==> config.mk <==
export PLATFORM = sky130hd
export DESIGN_NAME = reorder_commit_stage
export DESIGN_NICKNAME = d
export VERILOG_FILES = /design/src/rtl/reorder_commit_stage_pkg.sv /design/src/rtl/reorder_commit_stage_slot_ram.sv /design/src/rtl/reorder_commit_stage.sv
export SDC_FILE = /design/constraint.sdc
export NUM_CORES = 1
export LEC_CHECK = 0
export ABC_AREA = 1
export BUFFER_PORTS_ARGS = -buffer_cell sky130_fd_sc_hd__buf_2
export CAP_MARGIN = 5
export CORE_MARGIN = 3
export CORE_UTILIZATION = 47
export DETAILED_ROUTE_END_ITERATION = 16
export HOLD_SLACK_MARGIN = 0.15
export SYNTH_ARGS = -nofsm -noshare
export SYNTH_HDL_FRONTEND = slang
export SYNTH_SLANG_ARGS = --single-unit
export TNS_END_PERCENT = 10
==> constraint.sdc <==
create_clock -name clk -period 10.8 [get_ports clk]
set_clock_uncertainty 0.15 [all_clocks]
set_input_delay 1.08 -clock clk [delete_from_list [all_inputs] [get_ports clk]]
set_output_delay 1.08 -clock clk [all_outputs]
set_load 0.01 [all_outputs]
==> src/rtl/reorder_commit_stage_pkg.sv <==
// Shared definitions for the in-order commit stage.
//  - payload_width(): total bits of one stored entry
//  - commit_id_dist(): modular distance of an id ahead of the head id
// Payload field order, MSB to LSB: {block, result, dest, commit_id, commit_flag}.
`ifndef COMMIT_ID_WIDTH
`define COMMIT_ID_WIDTH 9
`endif

package reorder_commit_stage_pkg;

    localparam int DEST_WIDTH = 4;

    function automatic int payload_width(input int block_w, input int data_w, input int ciw);
        return block_w + 2 * data_w + DEST_WIDTH + ciw + 1;
    endfunction

    // Distance of id ahead of head, modulo 2^ciw
    function automatic logic [31:0] commit_id_dist(input logic [31:0] id, input logic [31:0] head,
                                                   input int ciw);
        logic [31:0] mask_v;
        mask_v = (32'd1 << ciw) - 32'd1;
        return (id - head) & mask_v;
    endfunction

endpackage

==> src/rtl/reorder_commit_stage_slot_ram.sv <==
// Reorder slot storage: depth entries of payload plus a valid bit each.
// Ports: clk/reset; clear_all empties every slot; wr_en/wr_idx/wr_data fill a slot;
// clr_en empties slot rd_idx; rd_idx/rd_data/rd_valid read the head slot;
// chk_idx/chk_valid report whether the slot an incoming id maps to is occupied.
module reorder_slot_ram #(
    parameter int depth = 8,
    parameter int width = 54
) (
    input  logic                     clk,
    input  logic                     reset,
    input  logic                     clear_all,
    input  logic                     wr_en,
    input  logic [$clog2(depth)-1:0] wr_idx,
    input  logic [width-1:0]         wr_data,
    input  logic                     clr_en,
    input  logic [$clog2(depth)-1:0] rd_idx,
    output logic [width-1:0]         rd_data,
    output logic                     rd_valid,
    input  logic [$clog2(depth)-1:0] chk_idx,
    output logic                     chk_valid
);

    logic [depth-1:0] valid_r;
    logic [width-1:0] data_r [depth];

    assign rd_data   = data_r[rd_idx];
    assign rd_valid  = valid_r[rd_idx];
    assign chk_valid = valid_r[chk_idx];

    // Slot valid bits: set on write, cleared on retire or flush
    always_ff @(posedge clk) begin
        if (reset || clear_all) begin
            valid_r <= '0;
        end else begin
            if (clr_en) valid_r[rd_idx] <= 1'b0;
            if (wr_en)  valid_r[wr_idx] <= 1'b1;
        end
    end

    // Slot payload storage; contents only meaningful while the valid bit is set
    always_ff @(posedge clk) begin
        if (wr_en) data_r[wr_idx] <= wr_data;
    end

endmodule

==> src/rtl/reorder_commit_stage.sv <==
// In-order commit stage: accepts tagged results in any order and releases them in ascending
// (modulo 2^commit_id_width) commit_id order through a registered output.
// Ports: clk/reset (sync, active-high); enable freezes all state; flush/flush_id restart the
// window; in_* handshake with payload; out_* handshake with registered payload;
// dup_err/stale_err one-cycle error pulses; occupancy = occupied reorder slots.
module reorder_commit_stage
    import reorder_commit_stage_pkg::*;
#(
    parameter int data_width      = 16,
    parameter int n_blocks        = 256,
    parameter int commit_id_width = `COMMIT_ID_WIDTH,
    parameter int depth           = 8,
    parameter bit drop_nocommit   = 1'b0
) (
    input  logic                               clk,
    input  logic                               reset,
    input  logic                               enable,
    input  logic                               flush,
    input  logic [commit_id_width-1:0]         flush_id,
    input  logic                               in_valid,
    output logic                               in_ready,
    input  logic [$clog2(n_blocks)-1:0]        block_in,
    input  logic signed [2*data_width-1:0]     result_in,
    input  logic [3:0]                         dest_in,
    input  logic [commit_id_width-1:0]         commit_id_in,
    input  logic                               commit_flag_in,
    output logic                               out_valid,
    input  logic                               out_ready,
    output logic [$clog2(n_blocks)-1:0]        block_out,
    output logic signed [2*data_width-1:0]     result_out,
    output logic [3:0]                         dest_out,
    output logic [commit_id_width-1:0]         commit_id_out,
    output logic                               commit_flag_out,
    output logic                               dup_err,
    output logic                               stale_err,
    output logic [$clog2(depth):0]             occupancy
);

    localparam int CIW = commit_id_width;
    localparam int BW  = $clog2(n_blocks);
    localparam int RW  = 2 * data_width;
    localparam int AW  = $clog2(depth);
    localparam int OW  = AW + 1;
    localparam int PW  = payload_width(BW, data_width, CIW);
    // Field offsets inside the packed payload
    localparam int ID_LO  = 1;
    localparam int DST_LO = ID_LO + CIW;
    localparam int RES_LO = DST_LO + DEST_WIDTH;
    localparam int BLK_LO = RES_LO + RW;

    logic [CIW-1:0] head_id_r;
    logic           out_valid_r;
    logic [PW-1:0]  out_payload_r;
    logic           dup_err_r;
    logic           stale_err_r;
    logic [OW-1:0]  occupancy_r;

    logic [CIW-1:0] dist_s;
    logic           in_window_s;
    logic           stale_s;
    logic           fire_s;
    logic           loadable_s;
    logic [PW-1:0]  in_payload_s;
    logic [PW-1:0]  head_payload_s;
    logic           head_valid_s;
    logic           wr_occupied_s;
    logic           wr_en_s;
    logic           clr_en_s;
    logic           load_s;
    logic           load_sel_in_s;
    logic           adv_s;
    logic           dup_s;
    logic           stale_hit_s;

    assign dist_s       = CIW'(commit_id_dist(32'(commit_id_in), 32'(head_id_r), CIW));
    assign in_window_s  = (dist_s < CIW'(depth));
    // Upper half of the id space counts as "behind" the head
    assign stale_s      = dist_s[CIW-1];
    // Ids between the window end and the stale half wait until the window advances
    assign in_ready     = enable & ~flush & (in_window_s | stale_s);
    assign fire_s       = in_valid & in_ready;
    assign loadable_s   = ~out_valid_r | out_ready;
    assign in_payload_s = {block_in, result_in, dest_in, commit_id_in, commit_flag_in};

    reorder_slot_ram #(
        .depth (depth),
        .width (PW)
    ) u_slot_ram (
        .clk       (clk),
        .reset     (reset),
        .clear_all (enable & flush),
        .wr_en     (wr_en_s),
        .wr_idx    (commit_id_in[AW-1:0]),
        .wr_data   (in_payload_s),
        .clr_en    (clr_en_s),
        .rd_idx    (head_id_r[AW-1:0]),
        .rd_data   (head_payload_s),
        .rd_valid  (head_valid_s),
        .chk_idx   (commit_id_in[AW-1:0]),
        .chk_valid (wr_occupied_s)
    );

    // Retire / accept decisions for this cycle
    always_comb begin
        wr_en_s       = 1'b0;
        clr_en_s      = 1'b0;
        load_s        = 1'b0;
        load_sel_in_s = 1'b0;
        adv_s         = 1'b0;
        dup_s         = 1'b0;
        stale_hit_s   = 1'b0;
        if (enable && !flush) begin
            // A stored head entry retires; non-committing ones may skip the output register
            if (head_valid_s) begin
                if (drop_nocommit && !head_payload_s[0]) begin
                    clr_en_s = 1'b1;
                    adv_s    = 1'b1;
                end else if (loadable_s) begin
                    clr_en_s = 1'b1;
                    adv_s    = 1'b1;
                    load_s   = 1'b1;
                end else begin
                    clr_en_s = 1'b0;
                end
            end else begin
                clr_en_s = 1'b0;
            end
            // Incoming entry; dist==0 with an empty head slot may bypass storage entirely
            if (fire_s) begin
                if (stale_s) begin
                    stale_hit_s = 1'b1;
                end else if (wr_occupied_s) begin
                    dup_s = 1'b1;
                end else if (dist_s == {CIW{1'b0}} && drop_nocommit && !commit_flag_in) begin
                    adv_s = 1'b1;
                end else if (dist_s == {CIW{1'b0}} && loadable_s) begin
                    adv_s         = 1'b1;
                    load_s        = 1'b1;
                    load_sel_in_s = 1'b1;
                end else begin
                    wr_en_s = 1'b1;
                end
            end else begin
                wr_en_s = 1'b0;
            end
        end else begin
            wr_en_s = 1'b0;
        end
    end

    // Head pointer, output register, error pulses and occupancy count
    always_ff @(posedge clk) begin
        if (reset) begin
            head_id_r     <= '0;
            out_valid_r   <= 1'b0;
            out_payload_r <= '0;
            dup_err_r     <= 1'b0;
            stale_err_r   <= 1'b0;
            occupancy_r   <= '0;
        end else if (enable) begin
            if (flush) begin
                head_id_r   <= flush_id;
                out_valid_r <= 1'b0;
                dup_err_r   <= 1'b0;
                stale_err_r <= 1'b0;
                occupancy_r <= '0;
            end else begin
                if (adv_s) head_id_r <= head_id_r + CIW'(1'b1);
                if (load_s) begin
                    out_valid_r   <= 1'b1;
                    out_payload_r <= load_sel_in_s ? in_payload_s : head_payload_s;
                end else if (out_ready) begin
                    out_valid_r <= 1'b0;
                end
                dup_err_r   <= dup_s;
                stale_err_r <= stale_hit_s;
                case ({wr_en_s, clr_en_s})
                    2'b10:   occupancy_r <= occupancy_r + OW'(1'b1);
                    2'b01:   occupancy_r <= occupancy_r - OW'(1'b1);
                    default: occupancy_r <= occupancy_r;
                endcase
            end
        end else begin
            dup_err_r   <= 1'b0;
            stale_err_r <= 1'b0;
        end
    end

    assign out_valid       = out_valid_r;
    assign commit_flag_out = out_payload_r[0];
    assign commit_id_out   = out_payload_r[DST_LO-1:ID_LO];
    assign dest_out        = out_payload_r[RES_LO-1:DST_LO];
    assign result_out      = out_payload_r[BLK_LO-1:RES_LO];
    assign block_out       = out_payload_r[PW-1:BLK_LO];
    assign dup_err         = dup_err_r;
    assign stale_err       = stale_err_r;
    assign occupancy       = occupancy_r;

endmodule

==> After elaboration in Yosys (flattened, before gate mapping) <==
Memory sizes are Yosys's and may differ from the RTL's. A register that Yosys moved wholly into a read port is not among the register bits.
Cells that the tools add are included.
{ "op_classes": {"add_sub_neg": 4, "order_cmp": 5, "eq_ne": 2, "n_mux": 43, "bitwise_logic": 14, "reduce_logical": 16} }
{ "op_table": {"columns": ["operator", "count"], "rows": [
  ["$mux 54", 1],
  ["$mux 1", 29],
  ["$mux 8", 3],
  ["$mux 9", 2],
  ["$add 9x1->9 const B", 1],
  ["$logic_not 9->1", 1],
  ["$lt 9x4->1 const B", 1],
  ["$sub 9x9->9", 1],
  ["$and 8x8->8", 1],
  ["$lt 3x4->1 const B", 2],
  ["$not 8->8", 1],
  ["$or 8x8->8", 1],
  ["$pmux 4 s2", 1],
  ["$bmux 1 s3", 2],
  ["$demux 1 s3", 2],
  ["$ge 3x1->1 const B", 2],
  ["$mux 3", 2],
  ["$reduce_and 2->1", 3],
  ["$reduce_bool 3->1", 2],
  ["$reduce_or 6->1", 1],
  ["$not 1->1", 5],
  ["$reduce_or 5->1", 1],
  ["$add 4x1->4 const B", 1],
  ["$and 1x1->1", 4],
  ["10 further kinds", 14]
]} }
{ "word_totals": {"regBits": 78, "ram_bits": 432, "inputBits": 69, "out_inout_bits": 62, "word_cells": 92, "memories": 1} }
{ "memory_table": {"columns": ["name", "words", "width", "rd", "rd_clocked_by_memory_dff", "write_ports", "line_no", "text"], "rows": [
  ["u_slot_ram.data_r", 8, 54, 1, 1, 1, "reorder_commit_stage_slot_ram.sv:24", "logic [width-1:0] data_r [depth];"]
]} }

==> Depth between registers and ports, before layout <==
Gate-level depths: netlist of run 1.
{ "depth": {"word_depth": 13, "depth_mapped": 26, "mapped_depth_nobuf": 25} }

==> Modules after synthesis <==
From an unflattened synthesis of run 1, not the netlist that was laid out.
{ "hier_totals": {"cells_unflattened": 2372, "area_unflattened_um2": 22755.6} }
{ "by_module_without_submodules": {"columns": ["module", "instances", "cells_per_inst", "area_per_inst_um2", "seq_area_each_um2"], "rows": [
  ["reorder_slot_ram", 1, 1697, 18487.7, 13132.6],
  ["reorder_commit_stage", 1, 675, 4267.8, 1401.3]
]} }

==> Worst setup path before layout of run 1 <==
Ideal clock, no wire load.
{ "synth_timing": {"path_type": "input port to flip-flop", "startpoint": "input port commit_id_in[0]", "endpoint": "memory u_slot_ram.data_r[0][0], enable pin", "setup_time_ns": 0.408, "arrival_ns": 4.251, "required_time_ns": 10.242, "path_slack_ns": 5.991, "path_stages": 17, "n_path_buf": 1, "cell_sequence": "buf_2 -> inv_1 -> ha_1 -> fa_1 -> inv_1 -> nand3_1 -> nand3_1 -> nand2_1 -> nor2_1 -> nand2_1 -> nor2_1 -> nand2_1 -> a21oi_2 -> nand2_1 -> nor2_2 -> nand2_1 -> inv_1"} }
{ "synth_via": {"word_cells_on_any_way": 16, "cone_classes": "1 x add/sub; 1 x order compare; 9 x mux; 3 x bitwise; 2 x reduce/logical"} }
{ "synth_rtl": {"columns": ["element", "line_no", "text"], "rows": [
  ["start, declared", "reorder_commit_stage.sv:25", "input logic [commit_id_width-1:0] commit_id_in,"],
  ["$sub 9x9->9 *", "reorder_commit_stage_pkg.sv:22", "return (id - head) & mask_v;"],
  ["$lt 9x4->1", "reorder_commit_stage.sv:76", "assign in_window_s = (dist_s < CIW'(depth));"],
  ["$or 1x1->1 *", "reorder_commit_stage.sv:80", "assign in_ready = enable & ~flush & (in_window_s | stale_s);"],
  ["$and 1x1->1 *", "reorder_commit_stage.sv:80", null],
  ["via in_ready", "reorder_commit_stage.sv:21", "output logic in_ready,"],
  ["$and 1x1->1 *", "reorder_commit_stage.sv:81", "assign fire_s = in_valid & in_ready;"],
  ["$mux 1 *", "reorder_commit_stage.sv:129", "if (fire_s) begin"],
  ["$mux 1 *", "reorder_commit_stage.sv:112", "if (enable && !flush) begin"],
  ["$mux 1 *", "reorder_commit_stage_slot_ram.sv:42", "if (wr_en) data_r[wr_idx] <= wr_data;"],
  ["$mux 1 (not written as such) *", "reorder_commit_stage_slot_ram.sv:42", null],
  ["end, declared", "reorder_commit_stage_slot_ram.sv:24", null]
]} }
The timed path passes the listed nets; every way through them passes the cells marked *. The select of a mux whose other input is x is not followed.

==> Worst setup path after layout of run 1 <==
{ "layout_timing": {"startpoint": "input port commit_id_in[0]", "endpoint": "register out_payload_r[7]"} }
{ "layout_via": {"elab_chain_cells": 9, "word_cells_on_any_way": 21, "cone_classes": "1 x add/sub; 1 x order compare; 13 x mux; 3 x bitwise; 3 x reduce/logical"} }
{ "layout_lines": {"columns": ["element", "line_no", "text"], "rows": [
  ["branches (longest 9 deep; another with $sub 9x9->9)", null, null],
  ["end signal, assigned", "reorder_commit_stage.sv:171", "out_payload_r <= load_sel_in_s ? in_payload_s : head_payload_s;"],
  ["end, declared", "reorder_commit_stage.sv:53", "logic [PW-1:0] out_payload_r;"]
]} }
Parallel ways; which one is timed is not known. The select of a mux whose other input is x is not followed.
A chain may end at the register's enable or synchronous reset.

==> results.toml, run 1 <==
[outcome]
outcome = "completed"

[logic_synthesis]
synth_ff_type = "sky130_fd_sc_hd__edfxtp_1"
area_share_of_the_largest_cell_type_after_synthesis_pct = 62.73
post_synth.cell_area_avg_sq_um = 12.62
synth-seq-cells = 513
synth_warnings = 0
syn-instance-count = 1638
synth.top_cells.by_area = "sky130_fd_sc_hd__edfxtp_1 (63%), sky130_fd_sc_hd__dfxtp_1 (7.8%), sky130_fd_sc_hd__nand2_1 (4.5%), sky130_fd_sc_hd__o21ai_0 (3.0%), sky130_fd_sc_hd__mux2i_1 (2.7%)"
synth_enable_flop_cells = 432
synth_top_area_cell = "sky130_fd_sc_hd__edfxtp_1"
ys_seq_area_share_pct = 70.58
syn_nets = 1719
synthesis.area_sq_um = 20680
synthDistinctLibCells = 34
async_s_r_ff_share_synth_pct = 0

[timing]
final_period_minus_worst_setup_slack_ns = 5.179
final.setup.worst_slack_ns = 5.621
rsz_0062_raised_after_global_routing = "no"
fmax_ghz = 0.1931
tightestPinTransition_ns = 1.187
min_period_over_period_pct = 47.96
report.final.hold_viol_count = 0
timing.max_slew.rel_slack_pct = 20.88
fin_tns_setup_ns = 0
maxSlewViolCount = 0
final-setup-viol-count = 0

[setup_path]
r2r_setup_slack_ns = 6.08
setup.worst_path.class = "in2reg"
timing.critical_path.cells = "buf_2 > inv_1 > ha_1 > fa_1 > inv_1 > nand3_1 > nand3_1 > nand2_1 > nor2_1 > nand2_1 > nor2_1 > nand2_1 > a21oi_2 > nand2_1 > inv_2 > buf_4 > nand2_2 > nand2_4 > buf_4 > o21ai_0 > a31oi_1"
largest_driver_fanout_on_the_critical_path = 108
timing.critical_path.to_type = "register"
slowest_stage = "sky130_fd_sc_hd__buf_4"
cpMostUsedCell = "sky130_fd_sc_hd__nand2_1"
cp_slowest_stage_delay_ns = 0.90
worstSetupStartpointType = "primary input"
required_ns = 11.16
cp_data_arrival_time_ns = 5.54

[grt]
first_global_vias = 13490
grt_pass1_wl_mm = 78.72
number_of_antenna_violations_at_the_first_check_in_global_routing = 5
grt_start_max_net_pins = 109
grt_use_total_pct = 21.70
grt_remaining_overflow = 0

[power]
cell_pwr_density_nw_per_um2 = 178.4
clock_power_share_pct = 42.5
power.ir.vdd_worst_mv = 0.1237
sw_share_pct = 22.09
power.sequential.fraction_pct = 51.9
power.static_leakage_nw = 8.027
comb_power_share_pct = 5.6
switching_power_of_the_nets_mw = 0.9255
internal_power_mw = 3.263

[cts]
clk_pin_slew_worst_paths_ns = 0.06
tritoncts_clock_tree = "done"
clkLatencyLatePin_ns = 0.60
cts_repair_resize_count = 0
tritoncts.num_buffers = 52
ctsHoldBuffers = 0
clock_sinks = 513
cts_post_setup_buffers_inserted = 0
ctsLongestPathBuffers = 3
ctsRootBufferMaster = "sky130_fd_sc_hd__clkbuf_16"
h-tree-depth = 2

[finish]
final_cell_mix = "sky130_fd_sc_hd__edfxtp_1 (432), sky130_fd_sc_hd__nand2_1 (248), sky130_fd_sc_hd__buf_2 (130)"
stdcell_area_sq_um = 23480
layout.cells.most_common = "sky130_fd_sc_hd__edfxtp_1"
layout-drive-gt1-share_pct = 14.48
finish.cell_count_without_fillers = 2356
utilization_pct = 54.27
syn_to_final_growth_pct = 13.56
nNetsFinal = 1805

[die]
coreArea_sq_um = 43270
std_cell_rows = 76
design.die.area_sq_um = 46550
die_width_um = 215.8
boundaryPins = 131
initial_utilization_pct = 47.79
floorplan.die.height_um = 215.8

[placement]
dp.cells = 2255
detailedPlace.worstSlack_ns = 5.107
numPortBuffers = 130
gpl.final_weighted_congestion = 0.8060
place.detailed.hpwl_mm = 25.66
post_dp_cell_area_sq_um = 21760

[drt]
detailedRoute.firstIterationViolations = 1132
routed_wire_length_per_instance_um = 21.60
vias_per_cell = 5.768
drt-total-wl_mm = 50.89
drt_pre_antenna_iters = 5
count_of_nets_left_with_antenna_violations_after_detail_routing = 0
vias = 13590
drt_drc_violations_left = 0

[worst_hold_path]
hold_path_class = "reg2reg"

[job]
drv.max_cap_violation_count = 0
==> final timing paths <==
path,from,end,cells past startpoint
setup / recovery,commit_id_in[0],out_payload_r[7],21
hold / removal,u_slot_ram.valid_r[0],u_slot_ram.valid_r[0],2
setup reg to reg,head_id_r[2],out_payload_r[7],19
hold reg to reg,u_slot_ram.valid_r[0],u_slot_ram.valid_r[0],2
==> sequential cells by signal, indices dropped and copies added, names as in the netlist, named ones only <==
signal	flops
u_slot_ram.valid_r	8
out_payload_r	54
stale_err	1
occupancy	4
head_id_r	9
dup_err	1
out_valid	1
u_slot_ram.data_r	432
==> cell usage after synthesis, types with 13 or more instances <==
cell type	count
sky130_fd_sc_hd__edfxtp_1	432
sky130_fd_sc_hd__nand2_1	248
sky130_fd_sc_hd__o21ai_0	126
sky130_fd_sc_hd__clkbuf_1	96
sky130_fd_sc_hd__nand3_1	87
sky130_fd_sc_hd__a21oi_1	84
sky130_fd_sc_hd__dfxtp_1	81
sky130_fd_sc_hd__nor2_1	70
sky130_fd_sc_hd__inv_1	61
sky130_fd_sc_hd__mux2i_1	55
sky130_fd_sc_hd__o211ai_1	55
sky130_fd_sc_hd__a31oi_1	54
sky130_fd_sc_hd__a32oi_1	54
sky130_fd_sc_hd__o221ai_1	54
sky130_fd_sc_hd__buf_2	13
==> cells by family (layout without fill, tap and decap cells) <==
logic type	count (synthesis)	count (layout)	synth area share (%)
adder cells (fa/ha/maj)	12	12	0.7624
XOR/XNOR	7	7	0.2965
AND/OR/NAND/NOR	428	428	8.610
flip-flops	513	513	70.58
AO/OA/AOI/OAI	440	440	13.67
multiplexers	55	55	2.662
buffers and inverters	183	313	3.425
other	0	3	0
==> per-stage QoR <==
stage	hold WS [ns]	total power, mW
CTS	0.3386	4.223
floorplan	0.3042	2.364
global placement	0.3181	2.445
global route	0.3758	4.329
detailed placement	0.3290	2.450
finish	0.3363	4.189
==> power by group through the flow <==
stage          sequential, mW  combinational [mW]  clock [mW]
6_report                 2.17               0.234        1.78
2_1_floorplan            2.20               0.162           0
5_1_grt                  2.17               0.263        1.89
4_1_cts                  2.17               0.235        1.81
3_3_place_gp             2.22               0.230           0
3_5_place_dp             2.22               0.234           0
==> final cells by class <==
type	count	area, sq um
multi-input combinational	942	5376
clock buffer	69	1478
sequential	513	14610
fill	3674	19780
clock inverter	29	235.2
tap	585	732.0
antenna	3	7.507
timing repair buffer	149	793.3
inverter	66	255.2
==> critical path, delay by kind of cell <==
| family | cells | cell delay (ns) |
|---|---|---|
| adder cells (fa/ha/maj) | 2 | 0.61 |
| AND/OR/NAND/NOR | 10 | 0.99 |
| AO/OA/AOI/OAI | 3 | 0.62 |
| buffers and inverters | 6 | 2.18 |
==> layer usage <==
layer,wire length (um),GRT usage [%],up-vias
met5,21,0,-
met4,1135,7.028,4
met3,2639,3.112,83
met2,24440,35.48,401
met1,22650,30.25,6722
li1,-,-,6380
Power figures use the tool's default switching activity.
==> run 2, diff against run 1 <==
--- a/config.mk
+++ b/config.mk
@@ -12,6 +12,7 @@
 export CORE_UTILIZATION = 47
 export DETAILED_ROUTE_END_ITERATION = 16
 export HOLD_SLACK_MARGIN = 0.15
+export PLACE_DENSITY = 0.67
 export SYNTH_ARGS = -nofsm -noshare
 export SYNTH_HDL_FRONTEND = slang
 export SYNTH_SLANG_ARGS = --single-unit
==> constraint.sdc (replaced) <==
create_clock -name clk -period 4.7 [get_ports clk]
set_clock_uncertainty 0.15 [all_clocks]
set_input_delay 0.47 -clock clk [delete_from_list [all_inputs] [get_ports clk]]
set_output_delay 0.47 -clock clk [all_outputs]
set_load 0.01 [all_outputs]
==> results.toml, run 2 (same netlist as run 1, synthesis figures left out) <==
[finish]
syn_to_final_growth_pct = 17.18
antenna-diode-count = 0
largest_register = "u_slot_ram.data_r"
layout.cells.most_common = "sky130_fd_sc_hd__edfxtp_1"
nNetsFinal = 1872
final_cell_mix = "sky130_fd_sc_hd__edfxtp_1 (432), sky130_fd_sc_hd__nand2_1 (248), sky130_fd_sc_hd__buf_2 (130)"
seqCellArea_sq_um = 14610
stdcell_area_sq_um = 24230
area_used_by_multi_input_combinational_logic_sq_um = 5376
largest_register_ff_count = 432
reg_top3 = "u_slot_ram.data_r (432), out_payload_r (54), head_id_r (9)"
utilization_pct = 56.00
final.fill_count = 3489
layout-drive-gt1-share_pct = 13.74

[cts]
tritoncts_clock_tree = "done"
ctsRootBufferMaster = "sky130_fd_sc_hd__clkbuf_16"
clkLatencyLatePin_ns = 0.58
clk_pin_slew_worst_paths_ns = 0.06
h-tree-depth = 2
ctsLongestPathBuffers = 3
tritoncts.num_buffers = 51
cts_repair_resize_count = 0
clock_sinks = 513

[power]
comb_power_share_pct = 6.2
switching_power_of_the_nets_mw = 2.099
internal_power_mw = 7.470
power.static_leakage_nw = 8.304
p_total_mw = 9.569
power.ir.vdd_worst_mv = 0.2823
power.sequential.fraction_pct = 52.2
clock_power_share_pct = 41.6
sw_share_pct = 21.94
cell_pwr_density_nw_per_um2 = 394.9

[grt]
grt_start_max_net_pins = 157
grt_remaining_overflow = 0
grt_use_total_pct = 20.25
first_global_vias = 13730
grt_pass1_wl_mm = 75.10
number_of_antenna_violations_at_the_first_check_in_global_routing = 0

[timing]
report.final.hold_viol_count = 0
final.setup.worst_slack_ns = 0.7458
min_period_over_period_pct = 84.13
final-setup-viol-count = 0
rsz_0062_raised_after_global_routing = "no"
tightestPinTransition_ns = 0.9210
final_period_minus_worst_setup_slack_ns = 3.954
maxSlewViolCount = 0
fin_tns_setup_ns = 0
timing.max_slew.rel_slack_pct = 38.60
fmax_ghz = 0.2529

[drt]
detailedRoute.firstIterationViolations = 1216
drt_drc_violations_left = 0
drt-total-wl_mm = 47.40
vias_per_cell = 5.693
routed_wire_length_per_instance_um = 19.59
count_of_nets_left_with_antenna_violations_after_detail_routing = 0
drt_pre_antenna_iters = 5
vias = 13770

[outcome]
outcome = "completed"

[die]
initial_utilization_pct = 47.79
coreArea_sq_um = 43270
boundaryPins = 131
std_cell_rows = 76
floorplan.die.height_um = 215.8
die_width_um = 215.8
design.die.area_sq_um = 46550

[setup_path]
worstSetupStartpointType = "primary input"
timing.critical_path.to_type = "register"
required_ns = 5.08
cp_data_arrival_time_ns = 4.33
setup.worst_path.class = "in2reg"
largest_driver_fanout_on_the_critical_path = 16

[placement]
gpl.final_weighted_congestion = 0.8357
post_dp_cell_area_sq_um = 21920
place.detailed.hpwl_mm = 25.26
numPortBuffers = 130
detailedPlace.worstSlack_ns = 0.8561

[worst_hold_path]
hold_path_class = "in2reg"

[job]
drv.max_cap_violation_count = 0
## run 2: cell count changes in the layout (fill, tap and decap cells not counted), moves of 2 or more
cell | before | now
sky130_fd_sc_hd__dlygate4sd3_1 | 0 | 65
sky130_fd_sc_hd__buf_12 | 0 | 11
sky130_fd_sc_hd__buf_4 | 19 | 11
sky130_fd_sc_hd__clkbuf_1 | 8 | 15
sky130_fd_sc_hd__clkinv_2 | 12 | 7
sky130_fd_sc_hd__clkbuf_8 | 7 | 4
sky130_fd_sc_hd__diode_2 | 3 | 0
sky130_fd_sc_hd__clkinv_1 | 8 | 6
## run 2: repair_timing
action,in CTS,in global routing
endpoints found under the hold margin,477,0
buffers inserted,0,0
hold buffers,65,0
setup endpoints to repair,0,0
## run 2: through the flow
stage / hold slack, ns / instances
floorplan: 0.3042 / 1638
global placement: 0.3235 / 2258
detailed placement: 0.3290 / 2258
CTS: 0.1839 / 2419
global route: 0.2128 / 2419
finish: 0.2024 / 2419
## run 2: worst max-delay path, stage by stage
cell	delay [ns]
sky130_fd_sc_hd__dlygate4sd3_1	0.51
sky130_fd_sc_hd__buf_2	0.30
sky130_fd_sc_hd__ha_1	0.35
sky130_fd_sc_hd__a21oi_1	0.20
sky130_fd_sc_hd__nand2_1	0.14
sky130_fd_sc_hd__nand2_1	0.08
sky130_fd_sc_hd__nand2_1	0.05
sky130_fd_sc_hd__nor2_1	0.09
sky130_fd_sc_hd__nand2_1	0.05
sky130_fd_sc_hd__nor2_1	0.14
sky130_fd_sc_hd__nand3_1	0.15
sky130_fd_sc_hd__nand2_1	0.13
sky130_fd_sc_hd__inv_1	0.05
sky130_fd_sc_hd__nand3_1	0.12
sky130_fd_sc_hd__nand2_1	0.13
sky130_fd_sc_hd__nand2_1	0.11
sky130_fd_sc_hd__nand2_1	0.06
sky130_fd_sc_hd__inv_1	0.05
sky130_fd_sc_hd__ha_1	0.13
sky130_fd_sc_hd__inv_1	0.04
sky130_fd_sc_hd__nand2_1	0.07
sky130_fd_sc_hd__xor2_1	0.15
sky130_fd_sc_hd__nand2_1	0.07
sky130_fd_sc_hd__a21oi_1	0.12
sky130_fd_sc_hd__dlygate4sd3_1	0.56
## run 2: worst paths after layout
check / from / to / slack [ns] / cells past startpoint
hold reg to reg: u_slot_ram.valid_r[2] / u_slot_ram.valid_r[2] / 0.34 / 2
hold / removal: commit_id_in[1] / u_slot_ram.data_r[5][2] / 0.20 / 2
setup reg to reg: head_id_r[2] / occupancy[2] / 0.85 / 24
setup / recovery: commit_id_in[2] / occupancy[2] / 0.75 / 25
## run 2: final cells by class
class                   count  area share (%)
repair buffers            217           6.620
flip-flops and latches    513           60.28
well taps                 585           3.021
clock inverters            24          0.9088
multi-input cells         942           22.19
inverters                  66           1.053
clock buffers              72           5.933
## run 2: metal layers
metal	global-route usage, %	vias to the layer above	routed length [um]	part of all wire [%]
li1	-	6506	-	-
met1	27.19	6781	20570	43
met2	34.09	406	22820	48
met3	3.647	78	2926	6.2
met4	5.772	0	1082	2.3
met5	0	-	0	0
## run 2: power groups by stage
stage	Sequential (mW)	Combinational (mW)	Clock, mW
2_1_floorplan	5.06	0.373	0
3_3_place_gp	5.10	0.533	0
3_5_place_dp	5.10	0.547	0
4_1_cts	5.00	0.591	4.05
5_1_grt	5.00	0.657	4.25
6_report	5.00	0.589	3.98
==> run 3, diff against run 2 <==
--- a/config.mk
+++ b/config.mk
@@ -5,7 +5,7 @@
 export SDC_FILE = /design/constraint.sdc
 export NUM_CORES = 1
 export LEC_CHECK = 0
-export ABC_AREA = 1
+export ABC_AREA = 0
 export BUFFER_PORTS_ARGS = -buffer_cell sky130_fd_sc_hd__buf_2
 export CAP_MARGIN = 5
 export CORE_MARGIN = 3
==> constraint.sdc (replaced) <==
create_clock -name clk -period 3.6 [get_ports clk]
set_clock_uncertainty 0.15 [all_clocks]
set_input_delay 0.36 -clock clk [delete_from_list [all_inputs] [get_ports clk]]
set_output_delay 0.36 -clock clk [all_outputs]
set_load 0.01 [all_outputs]
==> results.toml, run 3 <==
[outcome]
outcome = "completed"

[logic_synthesis]
synth_ff_type = "sky130_fd_sc_hd__edfxtp_1"
synth_enable_flop_cells = 432
syn_nets = 1285
synth_warnings = 0
synthDistinctLibCells = 56
area_share_of_the_largest_cell_type_after_synthesis_pct = 63.29
syn-instance-count = 1204
synth_common_cells = "sky130_fd_sc_hd__edfxtp_1 (432), sky130_fd_sc_hd__nor2_1 (126), sky130_fd_sc_hd__mux4_2 (109)"
synth.top_cells.by_area = "sky130_fd_sc_hd__edfxtp_1 (63%), sky130_fd_sc_hd__mux4_2 (12%), sky130_fd_sc_hd__dfxtp_1 (7.9%), sky130_fd_sc_hd__mux2i_1 (2.8%), sky130_fd_sc_hd__nor2_1 (2.3%)"
synth-seq-cells = 513
synthesis.area_sq_um = 20500
post_synth.cell_area_avg_sq_um = 17.03
async_s_r_ff_share_synth_pct = 0
synth_top_area_cell = "sky130_fd_sc_hd__edfxtp_1"
ys_seq_area_share_pct = 71.20
synthMostInstantiatedCell = "sky130_fd_sc_hd__edfxtp_1"

[job]
drv.max_cap_violation_count = 0

[timing]
final.setup.worst_slack_ns = 0.1138
min_period_over_period_pct = 96.84
timing.max_slew.rel_slack_pct = 47.20
fin_tns_setup_ns = 0
report.final.hold_viol_count = 0
fmax_ghz = 0.2868
final-setup-viol-count = 0
tightestPinTransition_ns = 0.7920
maxSlewViolCount = 0
final_period_minus_worst_setup_slack_ns = 3.486
final.hold.worst_slack_ns = 0.1929

[worst_hold_path]
hold_path_class = "in2reg"
hold_path_end = "out_payload_r[6]"
worstHoldPathCells = 2
hold_path_startpoint = "reset"

[drt]
routed_wire_length_per_instance_um = 21.11
count_of_nets_left_with_antenna_violations_after_detail_routing = 0
vias = 11580
drt_drc_violations_left = 0
drt_pre_antenna_iters = 5
drt-total-wl_mm = 43.52
detailedRoute.firstIterationViolations = 1113
vias_per_cell = 5.619

[setup_path]
required_ns = 3.09
cp_data_arrival_time_ns = 2.98
r2r-start = "head_id_r[6]"
setup.worst_path.class = "reg2out"
regToRegEndpoint = "u_slot_ram.data_r[3][49]"
worst-r2r-cell-count = 13
r2r_setup_slack_ns = 0.16
largest_driver_fanout_on_the_critical_path = 6
worstSetupStartpointType = "register"
timing.critical_path.to_type = "output port"

[die]
boundaryPins = 131
coreArea_sq_um = 42510
design.die.area_sq_um = 46160
floorplan.die.height_um = 214.8
die_width_um = 214.8
initial_utilization_pct = 48.22
std_cell_rows = 75

[finish]
layout.cells.most_common = "sky130_fd_sc_hd__edfxtp_1"
seqCellArea_sq_um = 14610
syn_to_final_growth_pct = 20.22
largest_register = "u_slot_ram.data_r"
final_cell_mix = "sky130_fd_sc_hd__edfxtp_1 (432), sky130_fd_sc_hd__buf_2 (130), sky130_fd_sc_hd__nor2_1 (125)"
reg_top3 = "u_slot_ram.data_r (432), out_payload_r (54), head_id_r (9)"
largest_register_ff_count = 432
area_used_by_multi_input_combinational_logic_sq_um = 5584
antenna-diode-count = 0
final.fill_count = 3207
nNetsFinal = 1525
layout-drive-gt1-share_pct = 27.63
utilization_pct = 57.97

[grt]
number_of_antenna_violations_at_the_first_check_in_global_routing = 2
grt_use_total_pct = 18.99
grt_start_max_net_pins = 71
grt_remaining_overflow = 0
grt_pass1_wl_mm = 68.92
first_global_vias = 11790

[power]
cell_pwr_density_nw_per_um2 = 485.2
power.ir.vdd_worst_mv = 0.3419
power.static_leakage_nw = 8.008

[placement]
gpl.final_weighted_congestion = 0.8873
numPortBuffers = 130
place.detailed.hpwl_mm = 25.80
detailedPlace.worstSlack_ns = -0.01998

[cts]
clock_sinks = 513
clkLatencyLatePin_ns = 0.58
ctsRootBufferMaster = "sky130_fd_sc_hd__clkbuf_16"
tritoncts_clock_tree = "done"
clk_pin_slew_worst_paths_ns = 0.06
ctsLongestPathBuffers = 3
h-tree-depth = 2
tritoncts.num_buffers = 51
-- run 3: cell types whose count changed after synthesis, sizes merged, moves of 54 or more --
cell	change
nand2	-230
o21ai	-117
mux4	+109
nand3	-76
a211oi	+57
nor2	+55
a32oi	-54
o211ai	-54
o221ai	-54
-- run 3: layout make-up --
cell class              instances  area share (%)
inverters                      19          0.3960
well taps                     577           2.930
repair buffers                264           8.540
clock inverters                27          0.7413
flip-flops and latches        513           59.29
multi-input cells             595           22.66
clock buffers                  66           5.448
-- run 3: cell families after synthesis --
logic type,count (synthesis),synth area share [%]
AO/OA/AOI/OAI,195,6.098
XOR/XNOR,4,0.1709
adder cells (fa/ha/maj),12,0.7691
buffers and inverters,96,2.002
flip-flops,513,71.20
multiplexers,170,14.98
AND/OR/NAND/NOR,214,4.785
-- run 3: timing repair --
action,in CTS,in global routing
gates resized for setup,4,9
hold endpoints to repair,487,0
cloned,0,0
setup endpoints to repair,1,154
buffers inserted,0,3
hold buffers,69,0
pin swaps,0,4
-- run 3: per-stage QoR --
step | area, sq um | std cells | power (mW)
floorplan | 20560 | 1204 | 6.934
global route | 24640 | 2061 | 12.38
CTS | 24570 | 2058 | 12.06
detailed placement | 22340 | 1896 | 7.167
finish | 24640 | 2061 | 11.96
global placement | 22340 | 1896 | 7.159
-- run 3: metal layers --
metal / track usage (%) / part of all wire (%)
met2: 30.05 / 48
met5: 0 / 0.048
met1: 27.81 / 45
met4: 4.990 / 1.6
met3: 3.079 / 5.6
-- run 3: report_power, final --
part	total [mW]	switching [mW]	internal (mW)	leakage, nW
clock	4.84	2.13	2.71	0.745
sequential	6.47	0.0347	6.43	4.54
combinational	0.646	0.329	0.317	2.73
total	12.0	2.50	9.46	8.01
-- run 3: worst max-delay path: stages, from the launching register on --
cell	delay [ns]
sky130_fd_sc_hd__dfxtp_4	0.36
sky130_fd_sc_hd__inv_1	0.04
sky130_fd_sc_hd__ha_1	0.28
sky130_fd_sc_hd__or4_4	0.54
sky130_fd_sc_hd__or3_4	0.34
sky130_fd_sc_hd__nand3_2	0.09
sky130_fd_sc_hd__a21oi_4	0.08
sky130_fd_sc_hd__or2_4	0.25
sky130_fd_sc_hd__buf_4	0.14
sky130_fd_sc_hd__a21oi_1	0.13
sky130_fd_sc_hd__buf_2	0.15
-- run 3: how the worst max path moves through the flow --
stage                     from                        to
2_1_floorplan     head_id_r[5]   u_slot_ram.data_r[3][0]
3_3_place_gp   commit_id_in[0]  u_slot_ram.data_r[6][27]
3_5_place_dp   commit_id_in[0]  u_slot_ram.data_r[6][29]
4_1_cts        commit_id_in[1]                  in_ready
5_1_grt        commit_id_in[1]              occupancy[3]
6_report          head_id_r[5]                  in_ready
